## config.mk

```make
export PLATFORM = sky130hd
export DESIGN_NAME = can_tx_scheduler
export DESIGN_NICKNAME = d
export VERILOG_FILES = /design/src/rtl/can_tx_pkg.sv /design/src/rtl/can_tx_prio_sel.sv /design/src/rtl/can_tx_scheduler.sv
export SDC_FILE = /design/constraint.sdc
export NUM_CORES = 1
export LEC_CHECK = 0
export BUFFER_PORTS_ARGS = -buffer_cell sky130_fd_sc_hd__buf_4
export CORE_MARGIN = 1
export CORE_UTILIZATION = 44
export DETAILED_ROUTE_END_ITERATION = 7
export MAX_ROUTING_LAYER = met4
export PLACE_DENSITY = 0.71
export SYNTH_ARGS = -nofsm -noshare
export SYNTH_HDL_FRONTEND = slang
export SYNTH_SLANG_ARGS = --single-unit
```

## constraint.sdc

```tcl
create_clock -name clk -period 8.4 [get_ports clk]
set_input_delay 1.68 -clock clk [delete_from_list [all_inputs] [get_ports clk]]
set_output_delay 1.68 -clock clk [all_outputs]
set_load 0.005 [all_outputs]
```

## src/rtl/can_tx_pkg.sv

```systemverilog
// Shared types and constants for the CAN transmit scheduler.
package can_tx_pkg;

   localparam int NBUF_DEF = 4;
   localparam int IDW_DEF  = 11;

   typedef enum logic [2:0] {
      IDLE,
      SELECT,
      START,
      WAIT_TX,
      COMPLETE
   } tx_state_t;

   // Retry counter width: enough to hold retry_max, never narrower than one bit
   function automatic int retry_cnt_w(input int retry_max);
      if (retry_max < 1) begin
         return 1;
      end
      return $clog2(retry_max + 1);
   endfunction

endpackage

```

## src/rtl/can_tx_prio_sel.sv

```systemverilog
// Combinational finder for the requesting buffer with the lowest identifier.
// Equal identifiers resolve to the lowest buffer index.
module can_tx_prio_sel
   import can_tx_pkg::*;
#(
   parameter int NBUF = NBUF_DEF,
   parameter int IDW  = IDW_DEF,
   localparam int SW  = $clog2(NBUF)
) (
   input  logic [NBUF-1:0]     req,
   input  logic [NBUF*IDW-1:0] id_flat,
   output logic                valid,
   output logic [SW-1:0]       idx
);

   logic [IDW-1:0] best_id;

   // Linear scan; a strict less-than keeps the earlier index on ties
   always_comb begin
      valid   = 1'b0;
      idx     = '0;
      best_id = '0;
      for (int i = 0; i < NBUF; i++) begin
         if (req[i] && (!valid || (id_flat[i*IDW +: IDW] < best_id))) begin
            valid   = 1'b1;
            idx     = SW'(i);
            best_id = id_flat[i*IDW +: IDW];
         end
      end
   end

endmodule

```

## src/rtl/can_tx_scheduler.sv

```systemverilog
// Transmit scheduler: picks the highest-priority pending buffer, hands it to
// the LLC, follows the frame to its outcome and strobes the buffer's control
// register when the frame is finished (sent, or retry budget exhausted).
module can_tx_scheduler
   import can_tx_pkg::*;
#(
   parameter int NBUF      = NBUF_DEF,
   parameter int IDW       = IDW_DEF,
   parameter int RETRY_MAX = 0,
   localparam int SW       = $clog2(NBUF)
) (
   input  logic                clk,
   input  logic                rst,
   input  logic [NBUF-1:0]     treq,
   input  logic [NBUF*IDW-1:0] prio_id,
   input  logic                busidle,
   input  logic                llc_tsucf,
   input  logic                llc_arblost,
   input  logic                llc_txerr,
   output logic                tx_start,
   output logic [SW-1:0]       tx_sel,
   output logic [NBUF-1:0]     done_can,
   output logic                done_ok,
   output logic                busy
);

   localparam int CW = retry_cnt_w(RETRY_MAX);

   tx_state_t       state, state_nx;
   logic            req_seen, req_seen_nx;
   logic            ok, ok_nx;
   logic [CW-1:0]   retry_cnt, retry_cnt_nx;
   logic [SW-1:0]   retry_buf, retry_buf_nx;
   logic [SW-1:0]   tx_sel_nx;
   logic            tx_start_nx;
   logic [NBUF-1:0] done_can_nx;
   logic            done_ok_nx;
   logic            win_valid;
   logic [SW-1:0]   win_idx;
   logic            retry_limit_hit;

   can_tx_prio_sel #(
      .NBUF (NBUF),
      .IDW  (IDW)
   ) u_prio_sel (
      .req     (treq),
      .id_flat (prio_id),
      .valid   (win_valid),
      .idx     (win_idx)
   );

   // The error being counted now is the last one allowed when a limit is set
   always_comb begin
      retry_limit_hit = (RETRY_MAX != 0) && ((int'(retry_cnt) + 1) >= RETRY_MAX);
   end

   // Next-state and next-output decisions; IDLE only leaves on a request seen
   // in IDLE the cycle before, so treq cleared by our own strobe is never reused
   always_comb begin
      state_nx     = state;
      req_seen_nx  = (state == IDLE) && (|treq) && busidle;
      ok_nx        = ok;
      retry_cnt_nx = retry_cnt;
      retry_buf_nx = retry_buf;
      tx_sel_nx    = tx_sel;
      tx_start_nx  = 1'b0;
      done_can_nx  = '0;
      done_ok_nx   = 1'b0;
      case (state)
         IDLE: begin
            if (req_seen) begin
               state_nx = SELECT;
            end
         end
         SELECT: begin
            if (win_valid) begin
               tx_sel_nx = win_idx;
               state_nx  = START;
               if (win_idx != retry_buf) begin
                  retry_cnt_nx = '0;
                  retry_buf_nx = win_idx;
               end
            end else begin
               state_nx = IDLE;
            end
         end
         START: begin
            if (treq[tx_sel]) begin
               tx_start_nx = 1'b1;
               state_nx    = WAIT_TX;
            end else begin
               state_nx = IDLE;
            end
         end
         WAIT_TX: begin
            if (llc_tsucf) begin
               ok_nx    = 1'b1;
               state_nx = COMPLETE;
            end else if (llc_txerr) begin
               retry_cnt_nx = (&retry_cnt) ? retry_cnt : retry_cnt + 1'b1;
               if (retry_limit_hit) begin
                  ok_nx    = 1'b0;
                  state_nx = COMPLETE;
               end else begin
                  state_nx = IDLE;
               end
            end else if (llc_arblost) begin
               state_nx = IDLE;
            end
         end
         COMPLETE: begin
            done_can_nx  = NBUF'(1) << tx_sel;
            done_ok_nx   = ok;
            retry_cnt_nx = '0;
            state_nx     = IDLE;
         end
         default: begin
            state_nx = IDLE;
         end
      endcase
   end

   // State, retry bookkeeping and all outputs are registered here
   always_ff @(posedge clk) begin
      if (!rst) begin
         state     <= IDLE;
         req_seen  <= 1'b0;
         ok        <= 1'b0;
         retry_cnt <= '0;
         retry_buf <= '0;
         tx_sel    <= '0;
         tx_start  <= 1'b0;
         done_can  <= '0;
         done_ok   <= 1'b0;
         busy      <= 1'b0;
      end else begin
         state     <= state_nx;
         req_seen  <= req_seen_nx;
         ok        <= ok_nx;
         retry_cnt <= retry_cnt_nx;
         retry_buf <= retry_buf_nx;
         tx_sel    <= tx_sel_nx;
         tx_start  <= tx_start_nx;
         done_can  <= done_can_nx;
         done_ok   <= done_ok_nx;
         busy      <= (state != IDLE);
      end
   end

endmodule

```

==> impl_metrics.json <==
{
  "dr.first_iter.drc_count": 68,
  "antenna_left": 0,
  "grt_pass1_vias": 1501,
  "io_pins": 63,
  "nFillCells": 328,
  "holdWs_ns": 0.4500,
  "vias": 1736,
  "p_leak_nw": 0.9983,
  "timing.critical_path.mode_cell": "o21ai_0",
  "drv_slew": 0,
  "clock_latency_ns": 0.25,
  "setup_viol": 0,
  "crit_required_ns": 8.56,
  "drv_cap": 0,
  "groute.usage.overall": 0.2101,
  "path_cells": "buf_4, nand2_1, ha_1, a21oi_1, o21ai_0, a22oi_2, a21oi_1, a31oi_1, ha_1, a211oi_1, o21ai_0, a221oi_2, o21ai_1, a31o_2, nand2_1, o21ai_1, ha_1, a21o_1, a21oi_1, o21ai_0, a31oi_1, o21ai_0, a311o_1, a221oi_2",
  "rsz0062_at_grt": "no",
  "grt_pass1_wl_mm": 6.582,
  "placed_cell_area_mm2": 0.002125,
  "start_kind": "input pin",
  "tightest_slew_ns": 0.8768,
  "fin_crit_ns": 6.802,
  "period_share": 0.8098,
  "fmax_ghz": 0.1470,
  "root_buffer": "clkbuf_8",
  "max-slew-margin-rel": 0.4155,
  "dp_hpwl_mm": 3.321,
  "nets": 359,
  "syn_avg_cell_area_um2": 7.577,
  "tritoncts": "yes",
  "postCtsHoldBufs": 0,
  "hold_path.startpoint": "ok$_SDFFE_PN0P_",
  "overflow": 0,
  "cts_setup_buffers": 0,
  "worstSetupEndpointType": "flip-flop",
  "synth.cell_area_mm2": 0.001637,
  "area_growth_pct": 33.18,
  "die_width_um": 62.99,
  "post-route-util": 0.6332,
  "syn_nets": 300,
  "antenna_cells": 0,
  "cts_resized": 0,
  "hold_violations": 0,
  "post-route-cell-area_mm2": 0.002180,
  "core_area_mm2": 0.003442,
  "portBuffers": 62,
  "drc": 0,
  "synth_ff_type": "dfxtp_1",
  "drive_above_1_share": 0.2810,
  "async_reset_ff_frac": 0,
  "clkSinkCount": 14,
  "htreeDepth": 1,
  "crit_fanout": 22,
  "worstHoldPathType": "flip-flop to flip-flop",
  "synth_edf_count": 0,
  "synthCells": 216,
  "first_pass_iters": 4,
  "via_per_inst": 5.425,
  "yosysSeqAreaShare": 0.1713,
  "timing.rr.start": "state[0]$_SDFFE_PN0P_",
  "gp_congestion": 0.8350,
  "slowest_delay_ns": 0.76,
  "worst-r2r-setup-slack_ns": 6.78,
  "hold_path_end": "done_ok$_SDFF_PN0_",
  "reg2reg_depth": 4,
  "setup-tns-final_ns": 0,
  "grt_max_degree": 23,
  "die-area_mm2": 0.003967,
  "worstReg2RegEnd": "tx_sel[1]$_SDFFE_PN0P_",
  "outcome": "finished clean",
  "num_rows": 21,
  "path_clk_slew_ns": 0.06,
  "cts_buffer_depth": 2,
  "antenna_found_initial": 0,
  "drt-wirelength-per-cell_um": 12.41,
  "cp_data_arrival_time_ns": 6.96,
  "worstSetupPathType": "input pin to flip-flop",
  "holdPathStages": 2,
  "start_util": 0.4755,
  "synth.distinct_cells": 41,
  "finClkSkew_ns": 0.004753,
  "crit_path_top_delay_cell": "a22oi_2",
  "p_per_area_mw_per_mm2": 117.7,
  "ys_warn_count": 0,
  "ys_seq_elements": 14,
  "cts_buffers": 3,
  "routed_wl_mm": 3.970,
  "chipHeight_um": 62.99,
  "peakVddDrop_mv": 0.07202
}
metal layers:
layer,vias to the layer above,global-route usage,wire length [um],share of wire
met5,-,-,0,0
met1,736,0.3044,2024,0.51
met2,58,0.3105,1706,0.43
li1,942,-,-,-
met3,0,0.03832,239,0.060
met4,0,0.01744,0,0
worst max-delay path by stage:
stage	start	endpoint	depth (start not counted)
after detailed placement	treq[0]	tx_sel[1]$_SDFFE_PN0P_	24
final	treq[0]	tx_sel[1]$_SDFFE_PN0P_	24
after global placement	treq[0]	tx_sel[1]$_SDFFE_PN0P_	24
after global routing	treq[0]	tx_sel[1]$_SDFFE_PN0P_	24
after CTS	treq[0]	tx_sel[1]$_SDFFE_PN0P_	24
after floorplan	treq[0]	tx_sel[1]$_SDFFE_PN0P_	26
Yosys cell counts, types with 2 or more instances:
master    number  area, um^2
a211oi_1       3       22.52
a21o_1         2       15.01
a21oi_1       18       90.09
a221oi_2       2       30.03
a31oi_1       12       75.07
and3_1         2       12.51
buf_2          4       20.02
clkbuf_1       4       15.01
dfxtp_1       14       280.3
ha_1          30       375.4
inv_1          6       22.52
nand2_1       31       116.4
nand2b_1       2       12.51
nand3_1        4       20.02
nand4_1        5       31.28
nor2_1         9       33.78
nor2b_1        4       25.02
nor3_1         9       45.04
nor3b_1        5       37.54
nor4_1         2       12.51
o21a_1         2       15.01
o21ai_0       14       70.07
o21ai_1       13       65.06
o21ba_2        2       20.02
registers in the layout, summed over array words and instances (netlist names):
register / cells
tx_start: 1
done_ok: 1
done_can: 4
busy: 1
ok: 1
tx_sel: 2
req_seen: 1
state: 3
through the flow:
stage               cells  power (mW)  setup WS, ns
global route          320      0.2799         1.105
finish                320      0.2565         1.598
detailed placement    316      0.1921         1.385
CTS                   320      0.2577         1.645
global placement      316      0.1912         1.494
floorplan             216      0.1524         1.898
power breakdown:
| part | internal (mW) | switching, mW | total, mW | leakage (nW) |
|---|---|---|---|---|
| Clock | 0.0415 | 0.0239 | 0.0654 | 0.0288 |
| Sequential | 0.0684 | 0.00232 | 0.0708 | 0.113 |
| Combinational | 0.0572 | 0.0631 | 0.120 | 0.856 |
| Total | 0.167 | 0.0894 | 0.257 | 0.998 |
placed cells by master (no fill, tap or decap), drive strengths merged, types with 2 or more instances in the layout:
cell / n
a211oi: 3
a21o: 2
a21oi: 18
a221oi: 2
a31oi: 12
and3: 2
buf: 63
clkbuf: 4
dfxtp: 14
ha: 30
inv: 6
nand2: 31
nand2b: 2
nand3: 4
nand4: 5
nor2: 10
nor2b: 4
nor3: 10
nor3b: 5
nor4: 2
o21a: 2
o21ai: 27
o21ba: 2
critical path: cells and delay by family:
family | cells | cell delay, ns
adders and majority gates | 3 | 0.88
and+or+nand+nor | 2 | 0.21
AOI/OAI and AO/OA | 18 | 3.99
buffers and inverters | 1 | 0.20
kinds of logic (layout without fill, tap and decap cells):
kind of cell / after synthesis / in the layout / synth area share
buf+inv: 15 / 73 / 0.03975
fa+ha+maj: 30 / 30 / 0.2294
mux: 2 / 2 / 0.01988
flops: 14 / 14 / 0.1713
simple gates: 79 / 79 / 0.2454
compound gates: 76 / 76 / 0.2943
layout make-up:
class,count,area (um^2),area share
clock buffer,4,55.05,0.02526
multi-input combinational,187,1291,0.5924
sequential,14,280.3,0.1286
tap,46,57.56,0.02641
inverter,6,22.52,0.01033
timing repair buffer,63,473.0,0.2170
Note: power is estimated with default switching activity, not from simulation.
